### src/rtl/pc_seq_pkg.sv
// Shared types and sizing for the fetch-stage PC sequencer.
// State encoding, PC width, LUT index width and return-stack depth.
package pc_seq_pkg;

  localparam int PC_W        = 10;
  localparam int LUT_IDX_W   = 8;
  localparam int STACK_DEPTH = 4;

  typedef enum logic [1:0] {
    IDLE = 2'd0,
    RUN  = 2'd1,
    DONE = 2'd2
  } state_t;

endpackage

### src/rtl/pc_ret_stack.sv
// Registered LIFO of return addresses for call/return.
// Ports: clk, reset, clear, push, pop, din, dout (top entry), full, empty.
module pc_ret_stack #(
  parameter int D     = 10,
  parameter int DEPTH = 4
) (
  input  logic         clk,
  input  logic         reset,
  input  logic         clear,
  input  logic         push,
  input  logic         pop,
  input  logic [D-1:0] din,
  output logic [D-1:0] dout,
  output logic         full,
  output logic         empty
);

  localparam int AW = $clog2(DEPTH);

  logic [D-1:0] mem [DEPTH];
  logic [AW:0]  sp;
  logic [AW:0]  spm1;

  assign spm1  = sp - 1'b1;
  assign full  = (sp == (AW+1)'(DEPTH));
  assign empty = (sp == '0);
  assign dout  = mem[spm1[AW-1:0]];

  always_ff @(posedge clk or posedge reset) begin
    if (reset) begin
      sp <= '0;
    end else if (clear) begin
      sp <= '0;
    end else if (push && !full) begin
      sp <= sp + 1'b1;
    end else if (pop && !empty) begin
      sp <= spm1;
    end
  end

  always_ff @(posedge clk) begin
    if (!clear && push && !full) begin
      mem[sp[AW-1:0]] <= din;
    end
  end

endmodule

### src/rtl/pc_sequencer.sv
// Fetch-stage PC controller: IDLE/RUN/DONE FSM, PC_LUT redirects,
// sticky wrap/stack errors. Ports: clk, reset, start, stall, halt,
// branch_en, call, ret, branch_idx, lut_addr, lut_target, pc,
// running, done, wrap_err, stk_err. PC_SEQ_CALL_STACK_EN adds a
// return-address stack; without it call acts as a branch and ret
// as a plain increment.
module pc_sequencer
  import pc_seq_pkg::*;
#(
  parameter int D           = PC_W,
  parameter int STACK_DEPTH = pc_seq_pkg::STACK_DEPTH
) (
  input  logic                 clk,
  input  logic                 reset,
  input  logic                 start,
  input  logic                 stall,
  input  logic                 halt,
  input  logic                 branch_en,
  input  logic                 call,
  input  logic                 ret,
  input  logic [LUT_IDX_W-1:0] branch_idx,
  output logic [LUT_IDX_W-1:0] lut_addr,
  input  logic [D-1:0]         lut_target,
  output logic [D-1:0]         pc,
  output logic                 running,
  output logic                 done,
  output logic                 wrap_err,
  output logic                 stk_err
);

  state_t       state;
  state_t       state_n;
  logic [D-1:0] pc_n;
  logic [D-1:0] pc_inc;
  logic         wrap_set;
  logic         clr;
  logic         act;

  assign lut_addr = branch_idx;
  assign pc_inc   = pc + D'(1);
  assign clr      = (state == DONE) && start;
  assign act      = (state == RUN) && !halt && !stall;

  always_ff @(posedge clk or posedge reset) begin
    if (reset) state <= IDLE;
    else       state <= state_n;
  end

  always_comb begin
    state_n = state;
    unique case (state)
      IDLE:    if (start) state_n = RUN;
      RUN:     if (halt)  state_n = DONE;
      DONE:    if (start) state_n = RUN;
      default: state_n = IDLE;
    endcase
  end

  always_comb begin
    running = (state == RUN);
    done    = (state == DONE);
  end

`ifdef PC_SEQ_CALL_STACK_EN
  logic         push;
  logic         pop;
  logic         stk_set;
  logic         stk_full;
  logic         stk_empty;
  logic [D-1:0] stk_top;

  pc_ret_stack #(
    .D     (D),
    .DEPTH (STACK_DEPTH)
  ) u_stack (
    .clk   (clk),
    .reset (reset),
    .clear (clr),
    .push  (push),
    .pop   (pop),
    .din   (pc_inc),
    .dout  (stk_top),
    .full  (stk_full),
    .empty (stk_empty)
  );

  always_comb begin
    pc_n     = pc;
    wrap_set = 1'b0;
    stk_set  = 1'b0;
    push     = 1'b0;
    pop      = 1'b0;
    if (clr) begin
      pc_n = '0;
    end else if (act) begin
      if (ret) begin
        if (!stk_empty) begin
          pc_n = stk_top;
          pop  = 1'b1;
        end else begin
          pc_n     = pc_inc;
          wrap_set = &pc;
          stk_set  = 1'b1;
        end
      end else if (call) begin
        pc_n = lut_target;
        // Full stack: still redirect, drop the push.
        if (stk_full) stk_set = 1'b1;
        else          push    = 1'b1;
      end else if (branch_en) begin
        pc_n = lut_target;
      end else begin
        pc_n     = pc_inc;
        wrap_set = &pc;
      end
    end
  end

  always_ff @(posedge clk or posedge reset) begin
    if (reset)    stk_err <= 1'b0;
    else if (clr) stk_err <= 1'b0;
    else          stk_err <= stk_err | stk_set;
  end
`else
  always_comb begin
    pc_n     = pc;
    wrap_set = 1'b0;
    if (clr) begin
      pc_n = '0;
    end else if (act) begin
      // No stack: ret is a plain step, call is a branch.
      if (ret) begin
        pc_n     = pc_inc;
        wrap_set = &pc;
      end else if (call || branch_en) begin
        pc_n = lut_target;
      end else begin
        pc_n     = pc_inc;
        wrap_set = &pc;
      end
    end
  end

  // Without a stack no stack error can occur.
  assign stk_err = (STACK_DEPTH < 0);
`endif

  always_ff @(posedge clk or posedge reset) begin
    if (reset) begin
      pc       <= '0;
      wrap_err <= 1'b0;
    end else begin
      pc <= pc_n;
      if (clr) wrap_err <= 1'b0;
      else     wrap_err <= wrap_err | wrap_set;
    end
  end

endmodule

### config.mk
export PLATFORM = sky130hd
export DESIGN_NAME = pc_sequencer
export DESIGN_NICKNAME = d
export VERILOG_FILES = /design/src/rtl/pc_seq_pkg.sv /design/src/rtl/pc_ret_stack.sv /design/src/rtl/pc_sequencer.sv
export SDC_FILE = /design/constraint.sdc
export NUM_CORES = 1
export LEC_CHECK = 0
export ABC_AREA = 0
export CORE_MARGIN = 2
export CORE_UTILIZATION = 38
export CTS_CLUSTER_SIZE = 14
export DETAILED_ROUTE_END_ITERATION = 8
export PLACE_DENSITY = 0.76
export SYNTH_ARGS = -nofsm -noshare
export SYNTH_HDL_FRONTEND = slang
export SYNTH_SLANG_ARGS = --single-unit
### constraint.sdc
create_clock -name clk -period 2.4 [get_ports clk]
set_clock_uncertainty 0.15 [all_clocks]
set_input_delay 0.48 -clock clk [delete_from_list [all_inputs] [get_ports clk]]
set_output_delay 0.48 -clock clk [all_outputs]
set_load 0.02 [all_outputs]
==> impl_metrics.tcl, run 1 <==
set metrics [dict create \
    rows 17 \
    viasPerCell 5.39 \
    die_y_microns 51.8 \
    critPathKind "reg2out" \
    netlist_top_cells_area "dfrtp_1 (37%), buf_4 (7.8%), a21oi_1 (5.8%)" \
    grt_max_degree 20 \
    fin_crit_sh_pct 91.4 \
    ios 48 \
    rsz0062_at_grt "false" \
    routed_wl_mm 2.11 \
    grt_pass1_wl_mm 3.44 \
    status "complete, no violations" \
    cts_tree "done" \
    maxSlewViolCount 0 \
    use_met3_pct 2.59 \
    grt_pass1_vias 755 \
    antenna_found_initial 0 \
    setup_tns_ns 0 \
    synth_area_leader_cell "dfrtp_1" \
    synth.avg_cell_area_sq_um 8.95 \
    power.switching_uw 347 \
    synth-main-ff-cell "dfrtp_1" \
    pwr-share-seq_pct 40.4 \
    hpwl_mm 1.53 \
    n_antenna_cell 0 \
    async_flop_share_pct 100 \
    multi_input_area_sq_um 435 \
    clkTransAtPathRegs_ns 0.09 \
    start_util_pct 39.6 \
    die_area_sq_um 2680 \
    cts-htree-levels 1 \
    crit_buf_inv 1 \
    synth-edff-count 0 \
    crit_family "buffers and inverters" \
    netSwitchingFraction_pct 38.9 \
    met1_usage_pct 23.8 \
    final_util_pct 53.8 \
    syn-cell-area_sq_um 868 \
    slew_headroom_pct 65.2 \
    cts_root_buffer "clkbuf_4" \
    startpoint_type "register" \
    holdBufCountCts 0 \
    crit_fanout 5 \
    drt_first_pass_iters 4 \
    max_freq_mhz 456 \
    cts_buffers 3 \
    nets 152 \
    drv_cap 0 \
    p_clk_share_pct 16.0 \
    slowest_stage "clkdlybuf4s50_1" \
    syn-num-nets 124 \
    drive_gt1_share_pct 10.5 \
    vdd.ir_drop.worst_uv 334 \
    cpPeakStageDelay_ns 0.60 \
    num_vias 820 \
    ys_types 35 \
    p_per_area_nw_per_um2 756 \
    grtUsageTotal_pct 17.1 \
    cts.sinks 13 \
    place_congestion 0.803 \
    setup_viol 0 \
    tightest_slew_ns 0.522 \
    internal_power_uw 544 \
    hold_class "in2async" \
    postCtsSetupRepairBufs 0 \
    use_met2_pct 25.0 \
    ant_nets 0 \
    ff_latch_area_sq_um 325 \
    place_ws_ns 0.0906 \
    synth_top_area_share_pct 37.5 \
    leakage_nw 0.474 \
    cp-end-kind "output pin" \
    grt-busiest-layer "met2" \
    cp_cell_sequence "and2b_2, clkdlybuf4s50_1" \
    die_w_microns 51.8 \
    coreArea_sq_um 2190 \
    portBuffers 30 \
    critical_path.startpoint "state[1]" \
    ys_ff_latch 13 \
    crit_arrival_ns 1.56 \
    ys_seq_area_share_pct 37.5 \
    cts_resized 0 \
    yosysWarnings 0 \
    period_needed_ns 2.19 \
    comb_power_share_pct 43.7 \
    totalPowerFinal_uw 891 \
    syn2layout_area_growth_pct 35.7 \
    synth_cells 97 \
    nFillCells 211 \
    drcViolationCount 0 \
    drt-initial-drc-count 22 \
    setup_slack_ns 0.206 \
    overflow 0 \
    r2r_start "state[1]" \
    post_drt_wl_per_cell_microns 13.9 \
    clock_path_buffers 2 \
    worstPathRequired_ns 1.77 \
    clk_latency_ns 0.28 \
    hold_viol 0 \
]
==> registers in the layout, indices dropped and copies added, names as in the netlist <==
signal	flops
wrap_err	1
state	2
pc	10
==> cell type report <==
cell class	count	share of cell area [%]
clock buffers	4	2.23
inverters	5	1.59
multi-input cells	67	36.9
flip-flops and latches	13	27.6
well taps	28	2.97
repair buffers	35	28.7
==> cell families (layout without fill, tap and decap cells) <==
group / after synthesis / count (layout) / synth area share (%)
fa+ha+maj: 1 / 1 / 1.44
buf+inv: 17 / 44 / 12.4
flops: 13 / 13 / 37.5
simple gates: 31 / 31 / 22.3
compound gates: 33 / 33 / 24.8
other cells: 1 / 1 / 0.432
mux: 1 / 1 / 1.15
==> metal layers <==
| metal | part of all wire (%) | wire length, microns |
|---|---|---|
| met1 | 44 | 928 |
| met2 | 49 | 1020 |
| met3 | 6.1 | 129 |
| met4 | 1.2 | 25 |
| met5 | 0 | 0 |
==> power by group through the flow <==
stage / combinational, mW / clock [mW] / sequential (mW)
2_1_floorplan: 0.167 / 0 / 0.411
3_3_place_gp: 0.385 / 0 / 0.360
3_5_place_dp: 0.390 / 0 / 0.362
4_1_cts: 0.392 / 0.143 / 0.358
5_1_grt: 0.422 / 0.154 / 0.373
6_report: 0.389 / 0.142 / 0.360
==> per-stage QoR <==
stage | hold slack [ns] | cells | area [sq um]
final | 0.382 | 152 | 1180
after global routing | 0.437 | 152 | 1180
after CTS | 0.404 | 152 | 1180
after detailed placement | 0.402 | 148 | 1150
after global placement | 0.384 | 148 | 1150
after floorplan | 0.207 | 97 | 868
==> synth_stat cells, drive strengths merged (2+ instances only) <==
library cell,instances
dfrtp,13
nor2,6
buf,12
o22ai,3
nand2,7
inv,5
nand3,4
o2bb2ai,4
a21oi,10
nor3,4
a22oi,2
o21ai,7
==> final timing paths <==
| path | to | slack, ns | cells after the start |
|---|---|---|---|
| worst max-delay path | running | 0.21 | 2 |
| worst max register to register | wrap_err | 0.63 | 4 |
| worst min-delay path | pc[0] | 0.38 | 2 |
| max in group asynchronous | state[0] | 1.37 | 2 |
| min in group clk | wrap_err | 0.41 | 2 |
| worst min register to register | wrap_err | 0.41 | 2 |
==> cells in the final DEF (no fill, tap or decap), drive strengths merged, types with 2 or more instances in the layout <==
cell	Yosys	layout
buf	12	5
clkdlybuf4s50	0	30
nand3	4	4
a21oi	10	10
clkbuf	0	4
a22oi	2	2
o21ai	7	7
nor3	4	4
inv	5	5
nand2	7	7
o2bb2ai	4	4
dfrtp	13	13
o22ai	3	3
nor2	6	6
No activity file was read; power rests on OpenSTA's default activity.
==> run 2, diff against run 1 <==
- GPL_ROUTABILITY_DRIVEN: not set -> 0
==> results of run 2 <==
The final DEF is identical to that of run 1; final timing and power are the same.
==> run 3, diff against run 2 <==
- CORE_MARGIN: 2 -> 10
- CORE_UTILIZATION: 38 -> 34
- CTS_BUF_LIST: not set -> sky130_fd_sc_hd__clkbuf_16
- PLACE_DENSITY: 0.76 -> 0.69
==> impl_metrics.tcl, run 3 (synthesis gave the netlist of run 1 again) <==
set metrics [dict create \
    rr_worst_depth 5 \
    r2r_start "pc[0]" \
    top_regs "pc: 10 flops, state: 2 flops, wrap_err: 1 flops" \
    layout_commonest_cell "clkdlybuf4s50_1" \
    vdd.ir_drop.worst_uv 561 \
    final_cell_mix "clkdlybuf4s50_1 (30), dfrtp_1 (13), a21oi_1 (10)" \
    cp-end-kind "output pin" \
    holdBufCountCts 0 \
    worstPathRequired_ns 1.77 \
    setup_viol 0 \
    rows 18 \
    hpwl_mm 1.87 \
    hp-start "wrap_err" \
    grt_pass1_wl_mm 4.11 \
    cts_tree "done" \
    crit_fanout 5 \
    p_per_area_nw_per_um2 874 \
    syn2layout_area_growth_pct 41.2 \
    pwr-share-seq_pct 33.8 \
    overflow 0 \
    routed_wl_mm 2.47 \
    grtUsageTotal_pct 9.87 \
    grt_max_degree 20 \
    hold_viol 0 \
    drv_cap 0 \
    grt_pass1_vias 886 \
    post_drt_wl_per_cell_microns 16.1 \
    clk_latency_ns 0.24 \
    viasPerCell 5.41 \
    clkTransAtPathRegs_ns 0.05 \
    drive_gt1_share_pct 9.76 \
    nFillCells 247 \
    leakage_nw 0.496 \
    rsz0062_at_grt "false" \
    nets 151 \
    p_clk_share_pct 29.4 \
    cp_cell_sequence "and2b_2, clkdlybuf4s50_1" \
    drt_first_pass_iters 4 \
    startpoint_type "register" \
    start_util_pct 35.4 \
    die_y_microns 70.5 \
    crit_family "buffers and inverters" \
    n_antenna_cell 0 \
    die_area_sq_um 4980 \
    portBuffers 30 \
    drt-initial-drc-count 57 \
    r2r-end "pc[8]" \
    critPathKind "reg2out" \
    cts_root_buffer "clkbuf_16" \
    netSwitchingFraction_pct 34.7 \
    hold_class "reg2reg" \
    period_needed_ns 2.14 \
    clock_path_buffers 2 \
    status "complete, no violations" \
    crit_buf_inv 1 \
    comb_power_share_pct 36.8 \
    slowest_stage "clkdlybuf4s50_1" \
    drcViolationCount 0 \
    slew_headroom_pct 64.3 \
    largest_register_ffs 10 \
    power.switching_uw 372 \
    postCtsSetupRepairBufs 0 \
    ios 48 \
    cts.sinks 13 \
    regMostFlops "pc" \
    crit_arrival_ns 1.51 \
    ant_nets 0 \
    final_cells 153 \
    max_freq_mhz 467 \
    num_vias 828 \
    worstHoldPathCells 2 \
    maxSlewViolCount 0 \
    setup_tns_ns 0 \
    die_w_microns 70.5 \
    fin_crit_sh_pct 89.2 \
    internal_power_uw 700 \
    cts_resized 0 \
    tightest_slew_ns 0.534 \
    cts-htree-levels 1 \
    hold_path_end "wrap_err" \
    cts_buffers 3 \
    rrSetupSlack_ns 0.62 \
    antenna_found_initial 0 \
    dp.cells 149 \
    coreArea_sq_um 2450 \
    cpPeakStageDelay_ns 0.60 \
]
[run 3: metrics by stage]
stage / cell area, sq um / total power [mW] / hold WS, ns / worst slack, ns / utilization, %
after floorplan: 868 / 0.578 / 0.207 / 0.684 / -
after global placement: 1150 / 0.750 / 0.386 / 0.141 / 46.7
after detailed placement: 1150 / 0.761 / 0.380 / 0.103 / 46.7
after CTS: 1230 / 1.08 / 0.408 / 0.246 / 49.9
after global routing: 1230 / 1.13 / 0.431 / 0.181 / 49.9
final: 1230 / 1.07 / 0.401 / 0.258 / 49.9
[run 3: area by class of cell]
type | count | area, sq um | area share, %
multi-input cells | 67 | 435 | 35.5
clock inverters | 1 | 3.75 | 0.306
flip-flops and latches | 13 | 325 | 26.5
well taps | 30 | 37.5 | 3.06
repair buffers | 34 | 330 | 26.9
inverters | 5 | 18.8 | 1.53
clock buffers | 3 | 75.1 | 6.12
[run 3: power groups by stage]
stage	Combinational (mW)	Sequential (mW)	Clock, mW
after floorplan	0.167	0.411	0
after global placement	0.390	0.361	0
after detailed placement	0.397	0.363	0
after CTS	0.400	0.361	0.316
after global routing	0.431	0.377	0.327
final	0.394	0.362	0.315
[run 3: how the worst max path moves through the flow]
stage | to | slack, ns | depth (start not counted) | from
detailed placement | pc[9] | 0.10 | 5 | halt
CTS | running | 0.25 | 2 | state[1]
floorplan | wrap_err | 0.68 | 5 | halt
global route | done | 0.18 | 2 | state[1]
global placement | pc[9] | 0.14 | 5 | halt
finish | running | 0.26 | 2 | state[1]
[run 3: metal layers]
layer | wire length, microns | part of all wire, % | global-route usage, %
met1 | 1060 | 43 | 10.4
met4 | 41 | 1.7 | 5.38
met2 | 1150 | 47 | 16.8
met3 | 216 | 8.7 | 3.63
met5 | 0 | 0 | 0
[run 3: worst reg2reg max path, stage by stage, from the launching register on]
cell and delay (ns):
dfrtp_1 0.43, ha_1 0.22, nand3_1 0.19, nor3_1 0.41, o21ai_0 0.14, o2bb2ai_1 0.14
